==> src/rtl/modular_exp_engine.sv <==
`default_nettype none
// +--------------------------------------------------------------------------+
// | Module      : modular_exp_engine                                         |
// | Description : M^D mod N engine with start/busy/done handshake. Mode 0 is  |
// |               left-to-right square-and-multiply, mode 1 is a Montgomery  |
// |               ladder. One shared bit-serial modular multiplier does all  |
// |               products, WIDTH cycles each. trig marks each exponent bit. |
// | Revision    : 1.0  initial release                                       |
// +--------------------------------------------------------------------------+
module modular_exp_engine #(
  parameter int WIDTH     = 32,
  parameter int EXP_WIDTH = WIDTH
) (
  input  logic                 clk,
  input  logic                 reset,
  input  logic                 start,
  input  logic                 mode,
  input  logic [WIDTH-1:0]     M,
  input  logic [EXP_WIDTH-1:0] D,
  input  logic [WIDTH-1:0]     N,
  output logic                 busy,
  output logic                 done,
  output logic                 err,
  output logic                 trig,
  output logic [WIDTH-1:0]     result
);

  localparam int c_CW = $clog2(WIDTH + 1);
  localparam int c_BW = (EXP_WIDTH > 1) ? $clog2(EXP_WIDTH) : 1;
  localparam int c_AW = WIDTH + 2;

  localparam logic [WIDTH-1:0] c_ONE = WIDTH'(1);

  localparam logic [2:0] c_IDLE   = 3'd0;
  localparam logic [2:0] c_REDUCE = 3'd1;
  localparam logic [2:0] c_ITER   = 3'd2;
  localparam logic [2:0] c_FIN    = 3'd3;
  localparam logic [2:0] c_ERR    = 3'd4;

  logic [2:0]           r_state;
  logic [2:0]           w_next;

  logic                 r_mode;
  logic [WIDTH-1:0]     r_m;
  logic [EXP_WIDTH-1:0] r_d;      // exponent, current bit kept at the MSB
  logic [WIDTH-1:0]     r_n;
  logic [WIDTH-1:0]     r_a;      // multiplier operand, consumed MSB first
  logic [WIDTH-1:0]     r_b;      // multiplicand operand, always < N
  logic [c_AW-1:0]      r_acc;    // running partial product
  logic [WIDTH-1:0]     r_mp;     // M reduced mod N
  logic [WIDTH-1:0]     r_r0;
  logic [WIDTH-1:0]     r_r1;
  logic [c_CW-1:0]      r_cnt;    // 0 = operand setup, 1..WIDTH = product step
  logic [c_BW-1:0]      r_bit;    // exponent bits still to go after this one
  logic                 r_sub;    // second product of the current bit
  logic                 r_err;
  logic [WIDTH-1:0]     r_result;

  logic [c_AW-1:0]      w_nx;
  logic [c_AW-1:0]      w_dbl;
  logic [c_AW-1:0]      w_s1;
  logic [c_AW-1:0]      w_s2;
  logic [c_AW-1:0]      w_s3;
  logic [WIDTH-1:0]     w_p;
  logic                 w_prod_end;
  logic                 w_first_step;
  logic                 w_setup;
  logic                 w_dbit;
  logic                 w_bit_end;
  logic                 w_last_bit;
  logic                 w_n_small;
  logic [WIDTH-1:0]     w_r0_new;
  logic [WIDTH-1:0]     w_r1_new;

  // One interleaved shift-add step: r = 2r mod N, then r = (r + a_i*b) mod N.
  // Both intermediates stay below 2N, so WIDTH+2 bits never overflow.
  assign w_nx  = {2'b00, r_n};
  assign w_dbl = r_acc << 1;
  assign w_s1  = (w_dbl >= w_nx) ? (w_dbl - w_nx) : w_dbl;
  assign w_s2  = w_s1 + (r_a[WIDTH-1] ? {2'b00, r_b} : '0);
  assign w_s3  = (w_s2 >= w_nx) ? (w_s2 - w_nx) : w_s2;
  assign w_p   = w_s3[WIDTH-1:0];

  assign w_setup      = (r_cnt == '0);
  assign w_first_step = (r_cnt == c_CW'(1));
  assign w_prod_end   = (r_cnt == c_CW'(WIDTH));
  assign w_dbit       = r_d[EXP_WIDTH-1];
  assign w_last_bit   = (r_bit == '0);
  assign w_n_small    = ((r_n >> 1) == '0);

  // Mode 0 ends a bit after the square (bit clear) or the multiply; the
  // ladder always ends a bit after its second product.
  assign w_bit_end = r_mode ? r_sub : (r_sub | ~w_dbit);

  // Register values as they stand once the current bit is complete.
  assign w_r0_new = (r_mode && w_dbit) ? r_r0 : w_p;
  assign w_r1_new = (r_mode && w_dbit) ? w_p  : r_r1;

  // State register.
  always_ff @(posedge clk or negedge reset) begin
    if (!reset) r_state <= c_IDLE;
    else        r_state <= w_next;
  end

  // Next-state decode; a too-small modulus is flagged after the first reduce step
  // so that done for the error case lands two cycles after the start edge.
  always_comb begin
    w_next = r_state;
    case (r_state)
      c_IDLE:   if (start) w_next = c_REDUCE;
      c_REDUCE: begin
        if (w_first_step && w_n_small) w_next = c_ERR;
        else if (w_prod_end)           w_next = c_ITER;
      end
      c_ITER:   if (w_prod_end && w_bit_end && w_last_bit) w_next = c_FIN;
      c_FIN:    w_next = c_IDLE;
      c_ERR:    w_next = c_IDLE;
      default:  w_next = c_IDLE;
    endcase
  end

  // Handshake outputs decoded from the current state.
  always_comb begin
    busy   = (r_state == c_REDUCE) || (r_state == c_ITER);
    done   = (r_state == c_FIN) || (r_state == c_ERR);
    trig   = (r_state == c_ITER) && w_first_step && !r_sub;
    err    = r_err;
    result = r_result;
  end

  // Operand latching, multiplier stepping and exponent sequencing.
  always_ff @(posedge clk or negedge reset) begin
    if (!reset) begin
      r_mode   <= 1'b0;
      r_m      <= '0;
      r_d      <= '0;
      r_n      <= '0;
      r_a      <= '0;
      r_b      <= '0;
      r_acc    <= '0;
      r_mp     <= '0;
      r_r0     <= '0;
      r_r1     <= '0;
      r_cnt    <= '0;
      r_bit    <= '0;
      r_sub    <= 1'b0;
      r_err    <= 1'b0;
      r_result <= '0;
    end else begin
      case (r_state)
        c_IDLE: begin
          if (start) begin
            r_mode <= mode;
            r_m    <= M;
            r_d    <= D;
            r_n    <= N;
            r_cnt  <= '0;
            r_err  <= 1'b0;
          end
        end
        c_REDUCE: begin
          if (w_setup) begin
            // M mod N computed as M * 1
            r_a   <= r_m;
            r_b   <= c_ONE;
            r_acc <= '0;
            r_cnt <= c_CW'(1);
          end else if (w_first_step && w_n_small) begin
            r_err    <= 1'b1;
            r_result <= '0;
          end else if (w_prod_end) begin
            r_mp  <= w_p;
            r_r0  <= c_ONE;
            r_r1  <= w_p;
            r_a   <= c_ONE;
            r_b   <= r_mode ? w_p : c_ONE;
            r_acc <= '0;
            r_cnt <= c_CW'(1);
            r_sub <= 1'b0;
            r_bit <= c_BW'(EXP_WIDTH - 1);
          end else begin
            r_acc <= w_s3;
            r_a   <= r_a << 1;
            r_cnt <= r_cnt + c_CW'(1);
          end
        end
        c_ITER: begin
          if (!w_prod_end) begin
            r_acc <= w_s3;
            r_a   <= r_a << 1;
            r_cnt <= r_cnt + c_CW'(1);
          end else if (w_bit_end) begin
            r_r0 <= w_r0_new;
            r_r1 <= w_r1_new;
            if (w_last_bit) begin
              r_result <= w_r0_new;
            end else begin
              r_bit <= r_bit - c_BW'(1);
              r_d   <= r_d << 1;
              r_sub <= 1'b0;
              r_a   <= w_r0_new;
              r_b   <= r_mode ? w_r1_new : w_r0_new;
              r_acc <= '0;
              r_cnt <= c_CW'(1);
            end
          end else begin
            // Second product of this bit; operands are pre-iteration values.
            r_sub <= 1'b1;
            r_acc <= '0;
            r_cnt <= c_CW'(1);
            if (!r_mode) begin
              r_r0 <= w_p;
              r_a  <= w_p;
              r_b  <= r_mp;
            end else if (w_dbit) begin
              r_r0 <= w_p;
              r_a  <= r_r1;
              r_b  <= r_r1;
            end else begin
              r_r1 <= w_p;
              r_a  <= r_r0;
              r_b  <= r_r0;
            end
          end
        end
        default: begin
        end
      endcase
    end
  end

endmodule
`default_nettype wire

==> config.mk <==
export PLATFORM = sky130hd
export DESIGN_NAME = modular_exp_engine
export DESIGN_NICKNAME = d
export VERILOG_FILES = /design/src/rtl/modular_exp_engine.sv
export SDC_FILE = /design/constraint.sdc
export NUM_CORES = 1
export LEC_CHECK = 0
export ABC_CLOCK_PERIOD_IN_PS = 7760
export BUFFER_PORTS_ARGS = -buffer_cell sky130_fd_sc_hd__buf_2
export CAP_MARGIN = 10
export CORE_ASPECT_RATIO = 2
export CORE_MARGIN = 2
export CORE_UTILIZATION = 40
export DETAILED_ROUTE_END_ITERATION = 8
export GPL_ROUTABILITY_DRIVEN = 0
export GPL_TIMING_DRIVEN = 0
export PLACE_DENSITY_LB_ADDON = 0.05
export SLEW_MARGIN = 20
export SYNTH_ARGS = -nofsm -noshare
export SYNTH_HDL_FRONTEND = slang
export SYNTH_SLANG_ARGS = --single-unit
==> constraint.sdc <==
create_clock -name clk -period 7.76 [get_ports clk]
set_clock_uncertainty 0.15 [all_clocks]
set_input_delay 0.388 -clock clk [delete_from_list [all_inputs] [get_ports clk]]
set_output_delay 0.388 -clock clk [all_outputs]
set_load 0.03 [all_outputs]
==> impl_metrics.tcl <==
set metrics [dict create \
    numCtsBuffers 35 \
    p_leak_nw 12.72 \
    p_comb_frac 0.028 \
    via_per_inst 5.860 \
    post-place-cells 3390 \
    seq_area_frac_synth 0.3840 \
    grt_overflow 0 \
    post-route-util 0.5355 \
    power.internal_mw 2.834 \
    cp_max_fo 7 \
    die_h_um 335.9 \
    worstMarginPinSlew_ps 1274 \
    fmax_ghz 0.1241 \
    drv_slew 0 \
    highest_layer "met4" \
    place_hpwl_um 69540 \
    cts.clk_slew.worst_paths_ps 70 \
    clk_latency_ps 590 \
    vias 21659 \
    drive_gt1_frac 0.2212 \
    sequentialPowerShare 0.478 \
    nNetsFinal 3201 \
    ys_seq_elements 338 \
    hold_path_class "primary input to flip-flop" \
    clkPwrFrac 0.493 \
    violations "negative setup slack" \
    report.final.hold_viol_count 0 \
    syn_area_sq_mm 0.02203 \
    wl_met3_um 3810 \
    slowest_stage "or4_4" \
    die_x_um 169.9 \
    rsz0062_at_grt "true" \
    cp-start-kind "flip-flop" \
    status "finished, violations left" \
    root_buffer "clkbuf_16" \
    arrival_ps 8370 \
    drt_iter0_drc 1283 \
    synth_edf_count 0 \
    cap_violations 0 \
    h-tree-depth 2 \
    final_cell_mix "dfrtp_1 (334), nand2_1 (306), nor2_1 (242), o21ai_0 (218)" \
    drc_errors 0 \
    setup_viol 177 \
    worst-setup-path-type "flip-flop to flip-flop" \
    critPathMaxStageDelay_ps 570 \
    dr.pass1.iters 6 \
    cts.sinks 338 \
    core_sq_mm 0.05450 \
    io_buffers 135 \
    fin_total_pwr_mw 3.682 \
    avgSynthCellArea_sq_um 8.554 \
    grt_antenna_before_repair 0 \
    dr_wl_met2_um 47330 \
    grt_pass1_vias 22665 \
    grt_max_degree 98 \
    drt-met1-wl_um 30690 \
    grt_usage 0.3205 \
    cp.required_ps 8080 \
    die-area_sq_mm 0.05707 \
    io_pins 136 \
    critPathCaptureType "flip-flop" \
    synth_nets 2779 \
    cts_tree "yes" \
    final_cells 3696 \
    synth_cell_type_count 71 \
    ys.flop_type "dfrtp_1" \
    synthArstFlopShare 1.000 \
    start_util 0.4041 \
    net-switching-power_mw 0.8485 \
    wl_per_cell_um 24.82 \
    synthCells 2575 \
    period_needed_ps 8056 \
    grt_pass1_wl_um 136100 \
    routed_wl_um 91730 \
    swShare 0.2304 \
    max_slew_margin 0.1430 \
    max-vdd-ir-drop_uv 168.7 \
    antenna_cells 0 \
    final_common_cell "dfrtp_1" \
    ys.warnings.count 0 \
    area_delta_synth_final_pct 32.50 \
    cellPowerDensity_mw_per_mm2 126.2 \
    fp-row-count 121 \
    postRouteAntennaNets 0 \
    setup_slack_ps -296.1 \
    cts_max_path_buffers 3 \
    fin_crit_sh 1.038 \
]
per-stage QoR:
step                      hold slack, ps  TNS [ps]  worst slack, ps  cell area [sq um]
final                              139.5    -19000           -296.1              29180
after global routing               153.1    -66350           -515.3              29180
after floorplan                   -57.59         0            5.030              22030
after global placement             307.7   -994730            -3746              23550
after CTS                          135.1    -934.6           -82.47              28020
after detailed placement           287.2   -754720            -3800              23660
cells by family (layout without fill, tap and decap cells):
family          after synthesis  count (layout)  synth area share
flops                       338             338            0.3840
mux                         152             152           0.07464
simple gates                785             785            0.1564
xor+xnor                     77              77           0.03130
fa+ha+maj                   104             104           0.06010
compound gates              889             889            0.2532
buf+inv                     230             675           0.04027
cell usage after synthesis, types with 5 or more instances:
master,number,share of area
nand3_1,37,0.0084
mux2_2,66,0.034
nor4_1,10,0.0028
or2_2,6,0.0017
o21a_1,17,0.0058
a2111oi_0,26,0.010
dfrtp_1,338,0.38
and2_1,46,0.013
o21ai_0,310,0.070
a21o_1,66,0.022
a21oi_1,178,0.040
a211o_1,6,0.0024
nor2_1,254,0.043
a31oi_1,44,0.012
buf_1,14,0.0024
xnor2_1,46,0.018
a22o_1,25,0.0099
inv_1,72,0.012
a221o_1,21,0.0095
a211oi_1,41,0.014
nand4_1,20,0.0057
clkbuf_1,140,0.024
o31ai_1,16,0.0055
xor2_1,30,0.012
o21bai_1,15,0.0051
o21ai_1,6,0.0014
nor3_1,25,0.0057
mux2i_1,80,0.036
o221ai_1,5,0.0020
a221oi_1,19,0.0076
nand3b_1,6,0.0020
and3_1,12,0.0034
nand2_1,313,0.053
ha_1,101,0.057
nor2b_1,12,0.0034
nand2b_1,30,0.0085
o211ai_1,26,0.0089
a22oi_1,33,0.011
sequential cells by signal, summed over array words and instances (netlist names):
register  flops
err           1
r_r1         32
r_mp         32
r_m          32
r_bit         5
r_r0         32
r_state       3
result       32
r_cnt         6
r_b          32
r_sub         1
r_acc        33
r_a          32
r_mode        1
r_d          32
r_n          32
path summary, 6_finish.rpt:
kind                       depth (start not counted)                     end  slack (ps)                   start
max                                               38     r_a[26]$_DFFE_PN0P_        -300      r_n[0]$_DFFE_PN0P_
min                                                4  r_state[0]$_DFFE_PN0P_         140                   start
max reg2reg                                       38     r_a[26]$_DFFE_PN0P_        -300      r_n[0]$_DFFE_PN0P_
min reg2reg                                        1  result[24]$_DFFE_PN0P_         320  result[24]$_DFFE_PN0P_
max in group asynchronous                          4    r_r1[12]$_DFFE_PN0P_        5770                   reset
min in group asynchronous                          2     r_d[28]$_DFFE_PN0P_         260                   reset
metal layers:
metal / GRT usage / vias to the layer above
li1: - / 10181
met1: 0.3052 / 10359
met2: 0.5871 / 757
met3: 0.04637 / 362
met4: 0.2897 / 0
met5: 0 / -
critical path: cells and delay by family, from the launching register on:
family                   cells  cell delay, ps
AO/OA/AOI/OAI               15            2420
buffers and inverters        7            1010
multiplexers                 1             410
adder cells (fa/ha/maj)      3             940
AND/OR/NAND/NOR             12            2560
flip-flops                   1             410
final cells by class:
class	count	area, sq um
plain buffers	153	743.2
flip-flops and latches	338	8463
multi-input cells	2007	14390
clock buffers	49	1010
fillers	5083	25320
well taps	676	845.8
repair buffers	390	3288
clock inverters	11	170.2
inverters	72	275.3
repair_timing:
| item | 4_1_cts | 5_1_grt |
|---|---|---|
| endpoints found under the setup margin | 225 | 225 |
| resized for setup | 257 | 222 |
| gates cloned | 3 | 1 |
| hold buffers | 98 | 0 |
| setup buffers | 107 | 50 |
| pin swaps | 74 | 132 |
| hold endpoints to repair | 170 | 0 |
power by group through the flow:
stage                     Sequential (mW)  Combinational (mW)  Clock [mW]
after floorplan                      1.80            0.000581           0
after global placement               1.80              0.0625           0
after detailed placement             1.79              0.0692           0
after CTS                            1.76               0.107        1.84
after global routing                 1.76               0.118        1.91
final                                1.76               0.104        1.82
No activity file was read; power rests on OpenSTA's default activity.
